===== src/rtl/updown_counter_n.sv =====
// Loadable up/down counter over [0, max_val] with wrap or saturate at the boundary.
// count/ovf are registered (one edge); tc is combinational with zero latency.
module updown_counter_n #(
  parameter int               WIDTH       = 3,
  parameter logic [WIDTH-1:0] RESET_VALUE = {WIDTH{1'b1}},
  parameter bit               SATURATE    = 1'b0
) (
  input  logic             clk,
  input  logic             rst,
  input  logic             en,
  input  logic             up,
  input  logic             load,
  input  logic [WIDTH-1:0] load_val,
  input  logic [WIDTH-1:0] max_val,
  input  logic             clr_ovf,
  output logic [WIDTH-1:0] count,
  output logic             tc,
  output logic             ovf
);

  logic             at_bnd;
  logic [WIDTH-1:0] count_nxt;
  logic             ovf_nxt;

  // >= on the up side lets an out-of-range count (after load or max_val change) recover
  assign at_bnd = up ? (count >= max_val) : (count == '0);
  assign tc     = en & ~load & ~rst & at_bnd;

  always_comb begin
    count_nxt = count;
    ovf_nxt   = ovf & ~clr_ovf;
    if (load) begin
      count_nxt = load_val;
    end else if (en) begin
      if (at_bnd) begin
        ovf_nxt = 1'b1;
        if (SATURATE) begin
          count_nxt = up ? max_val : '0;
        end else begin
          count_nxt = up ? '0 : max_val;
        end
      end else if (up) begin
        count_nxt = count + WIDTH'(1);
      end else begin
        count_nxt = count - WIDTH'(1);
      end
    end
  end

  always_ff @(posedge clk) begin
    if (rst) begin
      count <= RESET_VALUE;
      ovf   <= 1'b0;
    end else begin
      count <= count_nxt;
      ovf   <= ovf_nxt;
    end
  end

endmodule


===== config.mk =====
export PLATFORM = sky130hd
export DESIGN_NAME = updown_counter_n
export DESIGN_NICKNAME = d
export VERILOG_FILES = /design/src/rtl/updown_counter_n.sv
export SDC_FILE = /design/constraint.sdc
export NUM_CORES = 1
export LEC_CHECK = 0
export ABC_AREA = 1
export CAP_MARGIN = 20
export CORE_AREA = 8 8 45 47
export DETAILED_ROUTE_END_ITERATION = 10
export DIE_AREA = 0 0 53 55
export PLACE_DENSITY_LB_ADDON = 0.05
export SLEW_MARGIN = 20
export SYNTH_ARGS = -nofsm -noshare
export SYNTH_HDL_FRONTEND = slang
export SYNTH_SLANG_ARGS = --single-unit
export TNS_END_PERCENT = 100

===== constraint.sdc =====
create_clock -name clk -period 1.7 [get_ports clk]
set_input_delay 0.255 -clock clk [delete_from_list [all_inputs] [get_ports clk]]
set_output_delay 0.255 -clock clk [all_outputs]
set_load 0.005 [all_outputs]

==> qor.csv <==
metric,value,unit
syn nets,77,
drt pass-1 iters,3,
DRC,0,
"Max FO, Critical Path",2,
largest net degree at the start of global routing,6,
Clock Root Buffer,clkbuf_4,
n_diodes,0,
die area,0.00292,sq mm
vias in the first global route,462,
routed wl met3,56,microns
RSZ-0062 raised after global routing,no,
register area,81.3,sq um
ranking of synthesized cells by area,"dfxtp_1 (21%), nand2_1 (18%), inv_1 (11%)",
Hold WC Path Type,reg -> reg,
Slew Limit Headroom,82.8,%
top cell type's share of synthesized area,20.9,%
IO Pins,17,
highest routed layer,met4,
Row Count,14,
Cells after Synth,61,
smallest hold slack,0.465,ns
Synth Register Bits,4,
Hold Buf Count CTS,0,
yosys warns,0,
leakage power,0.379,nW
endpoint type of the worst setup path,primary output,
DR iter-0 viols,8,
f_max,0.627,GHz
Worst Path Required,1.44,ns
depth of the CTS H-tree,1,
crit-path cells,dlygate4sd2_1 > inv_1 > ha_1 > nand2_1 > inv_1 > nor2_2 > nand2_2 > nand3_2 > nor2_1 > buf_2,
Final min period,1.60,ns
CP max stage cell,ha_1,
Layout fillers,159,
worst skew pair latency,0.24,ns
area of the multi-input gates,278,sq um
layout cells sized above 1,31.9,%
"Data arrival, critical path",1.34,ns
fin. max-slew vios,0,
TNS Setup,0,ns
Util after Layout,51.0,%
"Period Utilization, post-route",93.9,%
mean area per synthesized cell,6.28,sq um
clock skew,0.0146,ns
initial antenna violation count,0,
Tot Pwr,0.000396,W
most frequent cell on the critical path,inv_1,
GR Util All Layers,8.42,%
post-synthesis sequential area ratio,20.9,%
CTS Sinks,4,
largest stage delay on the critical path,0.30,ns
Fin. Hold Viols,0,
Longest Clk Path Bufs,2,
Via Count,473,
Worst-path clk slew,0.05,ns
ANT nets after route,0,
Setup Viol. Count Final,0,
P&R area growth vs syn,84.3,%
wire length per cell,10.3,microns
status,"complete, no violations",
Die Width,53,microns
TritonCTS Buffers,3,
VDD IR-drop max,0.237,mV
GRT overflow,0,
met2 wire length,550,microns
first-pass GRT wire length,1.82,mm
CTS tree,done,
Worst Tran Pin Value,0.258,ns
DR vias/cell,4.30,
WS Path Type,in -> out,
metal1 wirelength,517,microns
placed wire-length estimate,959,microns
Yosys cell types,15,
Post-Route WL,1.13,mm
Critical Path Start Type,primary input,
Max Cap Viol,0,
Final GP Congestion,0.818,
core area,0.00138,sq mm
cell taking the most area after synthesis,dfxtp_1,
nets,112,
Power Density,561,mW/mm^2
die height,55,microns
Syn Std Cell Area,383,sq um
Initial Utilization,27.7,%
Port Buffers,16,
Yosys cell counts:
cell type  count
inv_2          1
dfxtp_1        4
a21oi_1        2
a221oi_1       2
nor2_2         2
nand2_2        2
nand2_1       18
nand2_4        1
fa_1           1
a21o_1         1
nor2_1         4
ha_1           3
nand4_1        1
nand3_1        8
inv_1         11
layout make-up:
type,count,area share (%)
Tap cell,16,2.84
Sequential cell,4,11.5
Inverter,12,6.38
Multi-Input combinational cell,45,39.4
Clock buffer,3,3.19
Timing Repair Buffer,30,36.7
flip-flops by register name (all words and copies together) (netlist names):
register  flops
count         3
ovf           1
worst paths after layout:
path,depth (start not counted),from,slack (ns),to
max,10,max_val[2],0.10,tc
min,2,ovf,0.46,ovf
max reg2reg,10,count[2],0.34,count[2]
min reg2reg,2,ovf,0.46,ovf
cell families after synthesis:
kind of cell / after synthesis / synth area share, %
AND/OR/NAND/NOR: 36 / 43.1
adder cells (fa/ha/maj): 4 / 15.0
flip-flops: 4 / 20.9
AO/OA/AOI/OAI: 5 / 9.15
buffers and inverters: 12 / 11.8
repair_timing:
action,in CTS,in global routing
pin swaps,4,4
setup endpoints to repair,1,2
gates cloned,0,0
resized for setup,8,6
buffers inserted,1,0
critical path: cells and delay by family:
kind,cells,cell delay (ns)
buffers and inverters,4,0.44
adder cells (fa/ha/maj),1,0.30
AND/OR/NAND/NOR,5,0.36
metal layers:
layer  track usage, %  vias to the layer above
li1                 -                      259
met1             10.0                      206
met2             12.9                        6
met3             3.48                        2
met4             3.88                        0
met5                0                        -
cells in the final DEF, fill, tap and decap left out, types with 2 or more instances in the layout:
master           Yosys  routed
dfxtp_1              4       3
inv_2                1       3
nor2_2               2       2
nand2_2              2       3
a21oi_1              2       2
ha_1                 3       2
inv_1               11       9
a221oi_1             2       2
dlygate4sd2_1        0       3
nor2_1               4       4
nand3_1              8       7
nand2_1             18      17
clkbuf_4             0       3
buf_4                0      14
clkdlybuf4s50_1      0      11
per-stage QoR:
step | worst slack, ns | cell area, sq um | instances
CTS | 0.00965 | 687 | 110
detailed placement | -0.546 | 661 | 106
floorplan | 0.292 | 383 | 61
global route | 0.00423 | 706 | 110
global placement | -0.550 | 661 | 106
finish | 0.104 | 706 | 110
power breakdown:
part | total, W | switching [W] | internal (W)
Sequential | 0.000107 | 0.00000443 | 0.000102
Clock | 0.000124 | 0.0000445 | 0.0000794
Combinational | 0.000165 | 0.0000736 | 0.0000918
Total | 0.000396 | 0.000123 | 0.000273
No activity file was read; power rests on OpenSTA's default activity.
